[src/rtl/fft_input_loader.sv]
// Front end of the FFT: loads one frame of complex samples into the working RAM
// in bit-reversed order, then hands the RAM to the AGU until it reports fft_done.
module fft_input_loader #(
    parameter int DATA_WIDTH = 32,
    parameter int N_POINTS   = 8,
    parameter int ADDR_WIDTH = 3
) (
    input  logic                  clk,
    input  logic                  arst_n,
    input  logic                  in_valid,
    output logic                  in_ready,
    input  logic [DATA_WIDTH-1:0] in_data,
    input  logic                  in_last,
    output logic                  mem_wr,
    output logic [ADDR_WIDTH-1:0] mem_addr,
    output logic [DATA_WIDTH-1:0] mem_wdata,
    output logic                  start,
    input  logic                  fft_done,
    output logic                  busy,
    output logic                  frame_err
);

    typedef enum logic [1:0] {
        LOAD,
        FLUSH,
        START,
        WAIT
    } state_t;

    localparam logic [ADDR_WIDTH:0] LAST_IDX = (ADDR_WIDTH + 1)'(N_POINTS - 1);

    state_t                state;
    state_t                state_next;
    logic [ADDR_WIDTH:0]   cnt;
    logic [ADDR_WIDTH-1:0] rev_addr;
    logic                  accept;
    logic                  cnt_at_last;
    logic                  good_end;
    logic                  bad_end;

    always_ff @(posedge clk) begin
        if (!arst_n) begin
            state <= LOAD;
        end else begin
            state <= state_next;
        end
    end

    always_comb begin
        state_next = state;
        case (state)
            LOAD:    if (good_end) state_next = FLUSH;
            FLUSH:   state_next = START;
            START:   state_next = WAIT;
            WAIT:    if (fft_done) state_next = LOAD;
            default: state_next = LOAD;
        endcase
    end

    // A frame ends on an in_last or on the N-th sample; it is only good when both coincide.
    always_comb begin
        in_ready    = arst_n && (state == LOAD);
        accept      = in_valid && in_ready;
        cnt_at_last = (cnt == LAST_IDX);
        good_end    = accept && in_last && cnt_at_last;
        bad_end     = accept && (in_last != cnt_at_last);
    end

    always_comb begin
        rev_addr = '0;
        for (int i = 0; i < ADDR_WIDTH; i++) begin
            rev_addr[i] = cnt[ADDR_WIDTH-1-i];
        end
    end

    always_ff @(posedge clk) begin
        if (!arst_n) begin
            cnt       <= '0;
            mem_wr    <= 1'b0;
            mem_addr  <= '0;
            mem_wdata <= '0;
            start     <= 1'b0;
            busy      <= 1'b0;
            frame_err <= 1'b0;
        end else begin
            mem_wr    <= accept;
            frame_err <= bad_end;
            start     <= (state == FLUSH);
            busy      <= (state_next == WAIT);
            if (accept) begin
                mem_addr  <= rev_addr;
                mem_wdata <= in_data;
                if (in_last || cnt_at_last) begin
                    cnt <= '0;
                end else begin
                    cnt <= cnt + 1'b1;
                end
            end
        end
    end

endmodule

[config.mk]
export PLATFORM = sky130hd
export DESIGN_NAME = fft_input_loader
export DESIGN_NICKNAME = d
export VERILOG_FILES = /design/src/rtl/fft_input_loader.sv
export SDC_FILE = /design/constraint.sdc
export NUM_CORES = 1
export LEC_CHECK = 0
export ABC_CLOCK_PERIOD_IN_PS = 1400
export CAP_MARGIN = 10
export CORE_UTILIZATION = 37
export CTS_BUF_LIST = sky130_fd_sc_hd__clkbuf_4
export DETAILED_ROUTE_END_ITERATION = 12
export PLACE_DENSITY = 0.77
export SYNTH_ARGS = -nofsm -noshare
export SYNTH_HDL_FRONTEND = slang
export SYNTH_SLANG_ARGS = --single-unit
[constraint.sdc]
create_clock -name clk -period 1.4 [get_ports clk]
set_input_delay 0.42 -clock clk [delete_from_list [all_inputs] [get_ports clk]]
set_output_delay 0.42 -clock clk [all_outputs]
set_load 0.01 [all_outputs]
==> results of run 1 <==
## placed cells by master, fill, tap and decap left out, drive strengths merged
cell,n
a21oi,37
a31o,1
a32oi,1
and2,1
and3,1
buf,19
clkbuf,33
clkdlybuf4s15,15
clkdlybuf4s50,35
clkinv,1
dfxtp,45
ha,2
inv,4
nand2,74
nand3,4
nand3b,1
nand4bb,1
nor3,1
nor3b,1
o21ai,1
o32ai,1
o41ai,2
## synthesized netlist by cell type
master / n / share of area (%)
o21ai_0: 1 / 0.31
dfxtp_1: 45 / 56
nand4bb_1: 1 / 0.70
o32ai_1: 1 / 0.55
a32oi_1: 1 / 0.55
inv_1: 4 / 0.94
o41ai_1: 1 / 0.55
buf_6: 2 / 1.4
nand2_4: 1 / 0.70
a21oi_1: 37 / 12
o41ai_2: 1 / 1.0
and2_1: 1 / 0.39
nor3b_1: 1 / 0.47
and3_1: 1 / 0.39
ha_1: 2 / 1.6
inv_2: 1 / 0.23
nand3_1: 4 / 1.2
buf_2: 5 / 1.6
nor3_1: 1 / 0.31
nand2_1: 73 / 17
clkbuf_1: 6 / 1.4
a31o_2: 1 / 0.55
nand3b_1: 1 / 0.47
## power by group
group | total, mW | internal [mW] | leakage, nW | switching, mW
combinational | 0.349 | 0.193 | 0.617 | 0.156
clock | 0.624 | 0.259 | 0.0368 | 0.365
sequential | 1.35 | 1.33 | 0.369 | 0.0229
total | 2.33 | 1.78 | 1.02 | 0.544
## path summary, 6_finish.rpt
kind,to,cells after the start,from
min,mem_wdata[5],2,mem_wdata[5]
max,in_ready,4,arst_n
max reg2reg,cnt[3],6,cnt[1]
min reg2reg,mem_wdata[5],2,mem_wdata[5]
## state kept, by name (all words and copies together) (netlist names)
name	count
busy	1
cnt	4
frame_err	1
mem_addr	3
mem_wdata	32
mem_wr	1
start	1
state	2
## worst max-delay path, cell delays in order
cell	delay [ns]
clkdlybuf4s15_1	0.20
inv_2	0.05
nor3_2	0.16
buf_2	0.16
## kinds of logic (layout without fill, tap and decap cells)
family / Yosys count / after routing / share of synthesized area (%)
flops: 45 / 45 / 56.1
buf+inv: 18 / 107 / 5.53
compound gates: 43 / 43 / 15.0
simple gates: 84 / 84 / 21.7
fa+ha+maj: 2 / 2 / 1.56
## what timing repair did
item                                    CTS  global route
endpoints found under the setup margin   78            77
resized for setup                        57            67
setup buffers                             0             2
pin swaps                                 0             3
## cell type report
| class | count | area [sq um] |
|---|---|---|
| fillers | 404 | 1590 |
| flip-flops and latches | 45 | 907 |
| repair buffers | 94 | 782 |
| multi-input cells | 129 | 664 |
| well taps | 50 | 62.6 |
| clock buffers | 8 | 60.1 |
| inverters | 5 | 23.8 |
## metrics by stage
| step | instances | setup WS, ns |
|---|---|---|
| floorplan | 192 | 0.0133 |
| global placement | 321 | -0.742 |
| detailed placement | 321 | -0.774 |
| CTS | 329 | -0.0324 |
| global route | 331 | -0.0730 |
| finish | 331 | -0.0162 |
## per-layer routing
metal	vias to the layer above	global-route usage, %
li1	809	-
met1	711	17.3
met2	55	28.1
met3	4	7.17
met4	0	4.69
met5	-	0
==> flow_metrics.py, run 1 <==
metrics = {
    "outcome": {
        "outcome": "complete, but fails checks",
        "violations": "negative setup slack",
    },
    "sta": {
        "tns_ns": -0.0162,
        "hold_violations": 0,
        "skew_ns": 0.00758,
        "worst_pin_slew_ns": 0.411,
        "setup_violations": 1,
        "slew_headroom_pct": 72.6,
        "finalCriticalPeriod_ns": 1.42,
        "drv_slew": 0,
        "fmaxAchievable_mhz": 706,
        "timing.final.crit_share_pct": 101,
        "holdWs_ns": 0.459,
        "rsz0062_at_grt": "yes",
        "fin_ws_ns": -0.0162,
    },
    "route": {
        "finalWirelength_um": 3700,
        "drc_errors": 0,
        "wl_met2_um": 1800,
        "wl_met3_um": 335,
        "vias_per_cell": 4.77,
        "ant_nets": 0,
        "drt_iter0_drc": 71,
        "firstDrtPassIters": 4,
        "maxUsedRoutingLayer": "met4",
        "wl_met1_um": 1540,
        "vias": 1579,
        "wl_per_cell_um": 11.2,
    },
    "yosys": {
        "syn-cell-area_sq_um": 1610,
        "syn_nets": 231,
        "synth_warnings": 0,
        "syn_avg_cell_area_sq_um": 8.36,
        "synth_cell_types": 23,
        "netlist_instances": 192,
        "seq_area_frac_synth_pct": 56.1,
        "synth.ff_latch_count": 45,
    },
    "floorplanning": {
        "num_rows": 23,
        "ioPinCount": 77,
        "start_util_pct": 39.3,
        "die_area_sq_um": 4610,
        "core_area_sq_um": 4090,
        "die_h_um": 67.9,
        "die-width_um": 67.9,
    },
    "power": {
        "ir_drop_uv": 590,
        "power.density_nw_per_um2": 930,
        "p_total_mw": 2.33,
        "p_leak_nw": 1.02,
    },
    "clock_tree": {
        "cts_tree": "built",
        "cts_hold_buffers": 0,
        "clk_latency_ns": 0.34,
        "cts_buffers": 5,
        "cts_buffer_depth": 2,
        "clk_pin_slew_ns": 0.11,
        "root_buffer": "clkbuf_4",
        "cts_sinks": 45,
        "htreeDepth": 2,
    },
    "placement": {
        "port_buffers": 76,
        "dpl.hpwl_um": 2560,
        "place_congestion": 0.804,
        "placed_area_sq_um": 2500,
    },
    "global_route": {
        "grt_pass1_wl_um": 5490,
        "grt_pass1_vias": 1306,
        "track_usage_pct": 16.0,
        "grt_max_degree": 40,
        "grt_overflow": 0,
        "antenna_found_initial": 0,
    },
    "worst_setup_path": {
        "cp-start-kind": "input pin",
        "crit_type": "in -> out",
        "worst_ep_arrival_time_ns": 1.00,
        "critPathRequiredTime_ns": 0.98,
        "cp-end-kind": "primary output",
        "crit_fanout": 2,
        "r2r_slack_ns": 0.04,
    },
    "final_layout": {
        "area_growth_syn_to_layout_pct": 55.7,
        "final_area_sq_um": 2500,
        "antenna_cells": 0,
        "final_nets": 319,
        "drive_gt1_share_pct": 24.2,
        "utilization_pct": 61.2,
    },
    "worst_hold_path": {
        "hold_path.class": "reg -> reg",
    },
    "run": {
        "drv_cap": 0,
    },
}
(Power assumes the default switching activity.)
==> inputs of run 2 (changes only) <==
--- a/config.mk
+++ b/config.mk
@@ -11,6 +11,7 @@
 export CTS_BUF_LIST = sky130_fd_sc_hd__clkbuf_4
 export DETAILED_ROUTE_END_ITERATION = 12
 export PLACE_DENSITY = 0.77
+export SLEW_MARGIN = 20
 export SYNTH_ARGS = -nofsm -noshare
 export SYNTH_HDL_FRONTEND = slang
 export SYNTH_SLANG_ARGS = --single-unit
==> results of run 2 <==
No change in the layout: final DEF, timing and power equal those of run 1.
